===== config.mk =====
export PLATFORM = sky130hd
export DESIGN_NAME = operand_capture
export DESIGN_NICKNAME = d
export VERILOG_FILES = /design/src/rtl/operand_capture_pkg.sv /design/src/rtl/btn_debounce.sv /design/src/rtl/operand_capture.sv
export SDC_FILE = /design/constraint.sdc
export NUM_CORES = 1
export LEC_CHECK = 0
export ABC_AREA = 1
export CAP_MARGIN = 10
export CELL_PAD_IN_SITES_DETAIL_PLACEMENT = 0
export CELL_PAD_IN_SITES_GLOBAL_PLACEMENT = 1
export CORE_MARGIN = 2
export CORE_UTILIZATION = 38
export DETAILED_ROUTE_END_ITERATION = 8
export GPL_ROUTABILITY_DRIVEN = 0
export PLACE_DENSITY_LB_ADDON = 0.1
export SLEW_MARGIN = 20
export SYNTH_ARGS = -nofsm -noshare
export SYNTH_HDL_FRONTEND = slang
export SYNTH_SLANG_ARGS = --single-unit

===== constraint.sdc =====
create_clock -name clk -period 2.9 [get_ports clk]
set_input_delay 0.435 -clock clk [delete_from_list [all_inputs] [get_ports clk]]
set_output_delay 0.435 -clock clk [all_outputs]
set_load 0.01 [all_outputs]

===== src/rtl/operand_capture_pkg.sv =====
// Shared types and defaults for the operand_capture front end.
// The debouncer is built only when OPERAND_CAPTURE_DEBOUNCE_EN is defined.
package operand_capture_pkg;

  typedef enum logic [1:0] {
    EMPTY  = 2'd0,
    A_ONLY = 2'd1,
    PAIR   = 2'd2
  } state_e;

  // 1 ms at 100 MHz
  localparam int unsigned DEBOUNCE_CYCLES_DEFAULT = 100000;
  localparam int unsigned WIDTH_DEFAULT           = 8;

endpackage


===== src/rtl/btn_debounce.sv =====
// One raw button in, one single-cycle press pulse out: 2-flop synchroniser,
// debouncer (only with OPERAND_CAPTURE_DEBOUNCE_EN) and rising-edge detector.
module btn_debounce
  import operand_capture_pkg::*;
#(
  parameter int unsigned DEBOUNCE_CYCLES = DEBOUNCE_CYCLES_DEFAULT
) (
  input  logic clk,
  input  logic rst_n,
  input  logic btn_i,
  output logic pulse_o
);

  logic [1:0] sync_q;
  logic       level;
  logic       level_q;
  logic       pulse_q;

`ifdef OPERAND_CAPTURE_DEBOUNCE_EN
  localparam int unsigned CNT_W = (DEBOUNCE_CYCLES > 1) ? $clog2(DEBOUNCE_CYCLES) : 1;
  localparam logic [CNT_W-1:0] CNT_MAX = CNT_W'(DEBOUNCE_CYCLES - 1);

  logic [CNT_W-1:0] cnt_q, cnt_d;
  logic             db_q, db_d;

  // NOTE: every always_comb output gets a default first so no path can infer a latch.
  always_comb begin
    cnt_d = cnt_q;
    db_d  = db_q;
    if (sync_q[1] == db_q) begin
      cnt_d = '0;
    end else if (cnt_q == CNT_MAX) begin
      db_d  = sync_q[1];
      cnt_d = '0;
    end else begin
      cnt_d = cnt_q + 1'b1;
    end
  end

  always_ff @(posedge clk or negedge rst_n) begin
    if (!rst_n) begin
      cnt_q <= '0;
      db_q  <= 1'b0;
    end else begin
      cnt_q <= cnt_d;
      db_q  <= db_d;
    end
  end

  assign level = db_q;
`else
  // Fast-simulation build: the synchronised level feeds the edge detector directly.
  logic unused_debounce_cycles;
  assign unused_debounce_cycles = (DEBOUNCE_CYCLES > 0);
  assign level = sync_q[1];
`endif

  // NOTE: sequential state uses non-blocking assignments so all flops update together.
  always_ff @(posedge clk or negedge rst_n) begin
    if (!rst_n) begin
      sync_q  <= '0;
      level_q <= 1'b0;
      pulse_q <= 1'b0;
    end else begin
      sync_q  <= {sync_q[0], btn_i};
      level_q <= level;
      pulse_q <= level & ~level_q;
    end
  end

  assign pulse_o = pulse_q;

endmodule


===== src/rtl/operand_capture.sv =====
// Latches the switch value into operand A/B on debounced button presses and
// flags a complete pair. Debouncing is enabled by OPERAND_CAPTURE_DEBOUNCE_EN.
module operand_capture
  import operand_capture_pkg::*;
#(
  parameter int unsigned DEBOUNCE_CYCLES = DEBOUNCE_CYCLES_DEFAULT,
  parameter int unsigned WIDTH           = WIDTH_DEFAULT
) (
  input  logic             clk,
  input  logic             reset,
  input  logic [WIDTH-1:0] sw,
  input  logic             btn_a,
  input  logic             btn_b,
  input  logic             btn_clr,
  output logic [WIDTH-1:0] a,
  output logic [WIDTH-1:0] b,
  output logic             valid,
  output logic             a_loaded,
  output logic             pair_upd
);

  logic p_a, p_b, p_clr;

  btn_debounce #(.DEBOUNCE_CYCLES(DEBOUNCE_CYCLES)) u_btn_a (
    .clk(clk), .rst_n(reset), .btn_i(btn_a), .pulse_o(p_a)
  );
  btn_debounce #(.DEBOUNCE_CYCLES(DEBOUNCE_CYCLES)) u_btn_b (
    .clk(clk), .rst_n(reset), .btn_i(btn_b), .pulse_o(p_b)
  );
  btn_debounce #(.DEBOUNCE_CYCLES(DEBOUNCE_CYCLES)) u_btn_clr (
    .clk(clk), .rst_n(reset), .btn_i(btn_clr), .pulse_o(p_clr)
  );

  state_e           state_q, state_d;
  logic [WIDTH-1:0] a_q, a_d, b_q, b_d;
  logic             pair_upd_q, pair_upd_d;

  // Priority clr > a > b; a losing pulse is simply dropped.
  always_comb begin
    state_d    = state_q;
    a_d        = a_q;
    b_d        = b_q;
    pair_upd_d = 1'b0;
    if (p_clr) begin
      a_d     = '0;
      b_d     = '0;
      state_d = EMPTY;
    end else begin
      unique case (state_q)
        EMPTY: begin
          if (p_a) begin
            a_d     = sw;
            state_d = A_ONLY;
          end
        end
        A_ONLY: begin
          if (p_a) begin
            a_d = sw;
          end else if (p_b) begin
            b_d        = sw;
            state_d    = PAIR;
            pair_upd_d = 1'b1;
          end
        end
        PAIR: begin
          // A new A starts a fresh pair, so the stale B is discarded.
          if (p_a) begin
            a_d     = sw;
            b_d     = '0;
            state_d = A_ONLY;
          end else if (p_b) begin
            b_d        = sw;
            pair_upd_d = 1'b1;
          end
        end
        default: begin
          a_d     = '0;
          b_d     = '0;
          state_d = EMPTY;
        end
      endcase
    end
  end

  always_ff @(posedge clk or negedge reset) begin
    if (!reset) begin
      state_q    <= EMPTY;
      a_q        <= '0;
      b_q        <= '0;
      pair_upd_q <= 1'b0;
    end else begin
      state_q    <= state_d;
      a_q        <= a_d;
      b_q        <= b_d;
      pair_upd_q <= pair_upd_d;
    end
  end

  assign a        = a_q;
  assign b        = b_q;
  assign valid    = (state_q == PAIR);
  assign a_loaded = (state_q != EMPTY);
  assign pair_upd = pair_upd_q;

endmodule


==> run metrics <==
Design Area, Final ~1800 sq um; Setup Fix Bufs, Post-CTS 0; final setup vio count 0; largest area contributor in the netlist dfrtp_1; Sink Count 31; first-pass GRT wire length 4.57 mm; clock tree root driver cell clkbuf_4; Global Route Usage Sum 15.0%; post-synth top area share ~58%; top_reg_cell synth dfrtp_1; Mapped Nets 177; Iter 0 DRT Violations 39; Initial Utilization 39.8%; grt total ovfl 0; Vias 1044; largest net degree at the start of global routing 32; Chip Width around 63 um; Internal between 0.8 and 0.9 mW; Die ar. approximately 4000 sq um; DRT Pass-1 Iters 4; # hold bufs at CTS 0; TritonCTS buffer count 5; hold worst-path end u_btn_b.sync_q[1]; Crit. End Element output port; Hold Violations, Final 0; # nets final between 200 and 250; worst-case vdd ir drop between 0.0003 and 0.0004 V; Post-Route Setup TNS 0 ns; critical path data required time 2.47 ns; worst r2r src state_q[0]; Hold Path Cell Cnt 0; CP Launch Type flip-flop; Routed Antenna Nets 0; Yosys reg bits 31; number of global-route vias before repair between 1000 and 1500; via/cell ratio about 4.3; P_sw 0.538 mW; Seq/Total Area, Yosys 57.9%; switching share of total power 37.5%; Hold Crit Class flip-flop to flip-flop; reg2reg setup slack about 1.5 ns; path depth of the worst reg2reg path 8; Detail Placement HPWL ~1.8 mm; Worst R2R End b[4]; Pleak 0.936 nW; Clock power frac roughly 18%; f_max about 470 MHz; async set-reset flop share out of synthesis 100%; share of layout cells above drive strength 1 8.54%; number of cell rows 21; largest fanout on the critical path 4; syn avg cell area 8.38 sq um; Yosys cell types 13; Port Buffer Count 31; H-tree Lvls 2; DR WL/cell 10.4 um; HP Start u_btn_b.sync_q[0]; # diodes 0; Layout area overhead 31.5%; count leader, synth nand2_1; Core Region ~3400 sq um; worst clock skew 0.00523 ns; Critical Path AT between 1.5 and 2 ns; CP Class flip-flop to output port; max-cap violations 0; Clk pin slew, worst setup/hold paths roughly 0.1 ns; Synthesis Warnings 0; Power Dens Cells between 800 and 900 nW/um^2; post-synthesis cell count 160; num ports 32; CTS resizes 0; die height around 63 um; relative slew slack 74.1%; synthesized area ~1300 sq um; outcome finished, final reports clean; top cells by count, synth nand2_1, nor2_1, dfrtp_1; worst slew pin tran roughly 0.4 ns; Max clock buf depth 2; minimum clock period 2.13 ns; RSZ-0062 raised after global routing false; Clock Latency Late Sink about 0.34 ns; number of synthesized flops with an enable pin 0; Gate power share 42.7%; synth top area cells dfrtp_1, nand2_1, nor2_1, inv_1, ha_1; CTS tree yes; sequential power share approximately 40%; final period utilization ~74%; final WL 2.54 mm; Max Slew Vio Count 0; placed cell areas roughly 1700 sq um; initial antenna violation count 0; DRC viols 0
-- per-stage QoR --
stage	util [%]	hold WS, ns	cells	total power [mW]	setup slack (ns)
finish	52.4	0.357	245	1.43	0.768
CTS	52.4	0.360	245	1.46	0.741
global placement	50.7	0.335	237	1.19	1.17
detailed placement	50.7	0.335	237	1.20	1.13
global route	52.4	0.369	245	1.57	0.677
floorplan	-	0.139	160	0.938	1.65
-- worst max-delay path, stage by stage (launching register included) --
cell and delay (ns):
dfrtp_1 0.41, inv_1 0.09, ha_1 0.25, inv_1 0.08, clkdlybuf4s50_1 0.53
-- state kept, by name (all words and copies together) (netlist names) --
name,flops
a,8
b,8
state_q,2
u_btn_a.sync_q,2
u_btn_b.sync_q,2
u_btn_clr.sync_q,2
pair_upd,1
u_btn_a.level_q,1
u_btn_a.pulse_o,1
u_btn_b.level_q,1
u_btn_b.pulse_o,1
u_btn_clr.level_q,1
u_btn_clr.pulse_o,1
-- layout by cell type (no fill, tap or decap) --
cell / n
clkbuf_4: 5
inv_2: 2
clkinv_2: 1
nand3_1: 1
buf_4: 1
ha_1: 4
clkdlybuf4s50_1: 31
dfrtp_1: 31
o21ai_2: 1
nand2_2: 3
nand3_2: 2
o21ai_0: 8
nor2_1: 39
inv_1: 24
clkinvlp_4: 2
o21ai_1: 1
nand2_1: 43
-- power groups by stage --
stage	combinational (mW)	clock (mW)	sequential (mW)
4_1_cts	0.625	0.264	0.572
6_report	0.613	0.252	0.570
5_1_grt	0.698	0.290	0.583
3_3_place_gp	0.616	0	0.576
3_5_place_dp	0.620	0	0.581
2_1_floorplan	0.330	0	0.608
-- how the worst max path moves through the flow --
stage | cells after the start | endpoint | start | slack [ns]
floorplan | 8 | b[0] | state_q[0] | 1.65
global placement | 4 | a_loaded | state_q[0] | 1.17
detailed placement | 4 | a_loaded | state_q[0] | 1.13
CTS | 4 | a_loaded | state_q[0] | 0.74
global route | 4 | a_loaded | state_q[0] | 0.68
finish | 4 | a_loaded | state_q[0] | 0.77
-- cell type report --
class	count	area [sq um]
clock buffers	5	37.5
clock inverters	3	20.0
fillers	350	1600
inverters	26	97.6
multi-input cells	102	455
flip-flops and latches	31	776
well taps	46	57.6
repair buffers	32	318
-- logic make-up (layout without fill, tap and decap cells) --
group / count (synthesis) / after routing / share of synthesized area (%)
and+or+nand+nor: 88 / 88 / 26.2
AOI/OAI and AO/OA: 10 / 10 / 4.01
DFF: 31 / 31 / 57.9
adders and majority gates: 4 / 4 / 3.73
buffers and inverters: 27 / 66 / 8.12
-- routing by layer --
| metal | share of wire [%] | track usage, % |
|---|---|---|
| met1 | 49 | 18.6 |
| met2 | 44 | 23.3 |
| met3 | 5.8 | 6.25 |
| met4 | 1.4 | 5.71 |
| met5 | 0 | 0 |
No activity file was read; power rests on OpenSTA's default activity.
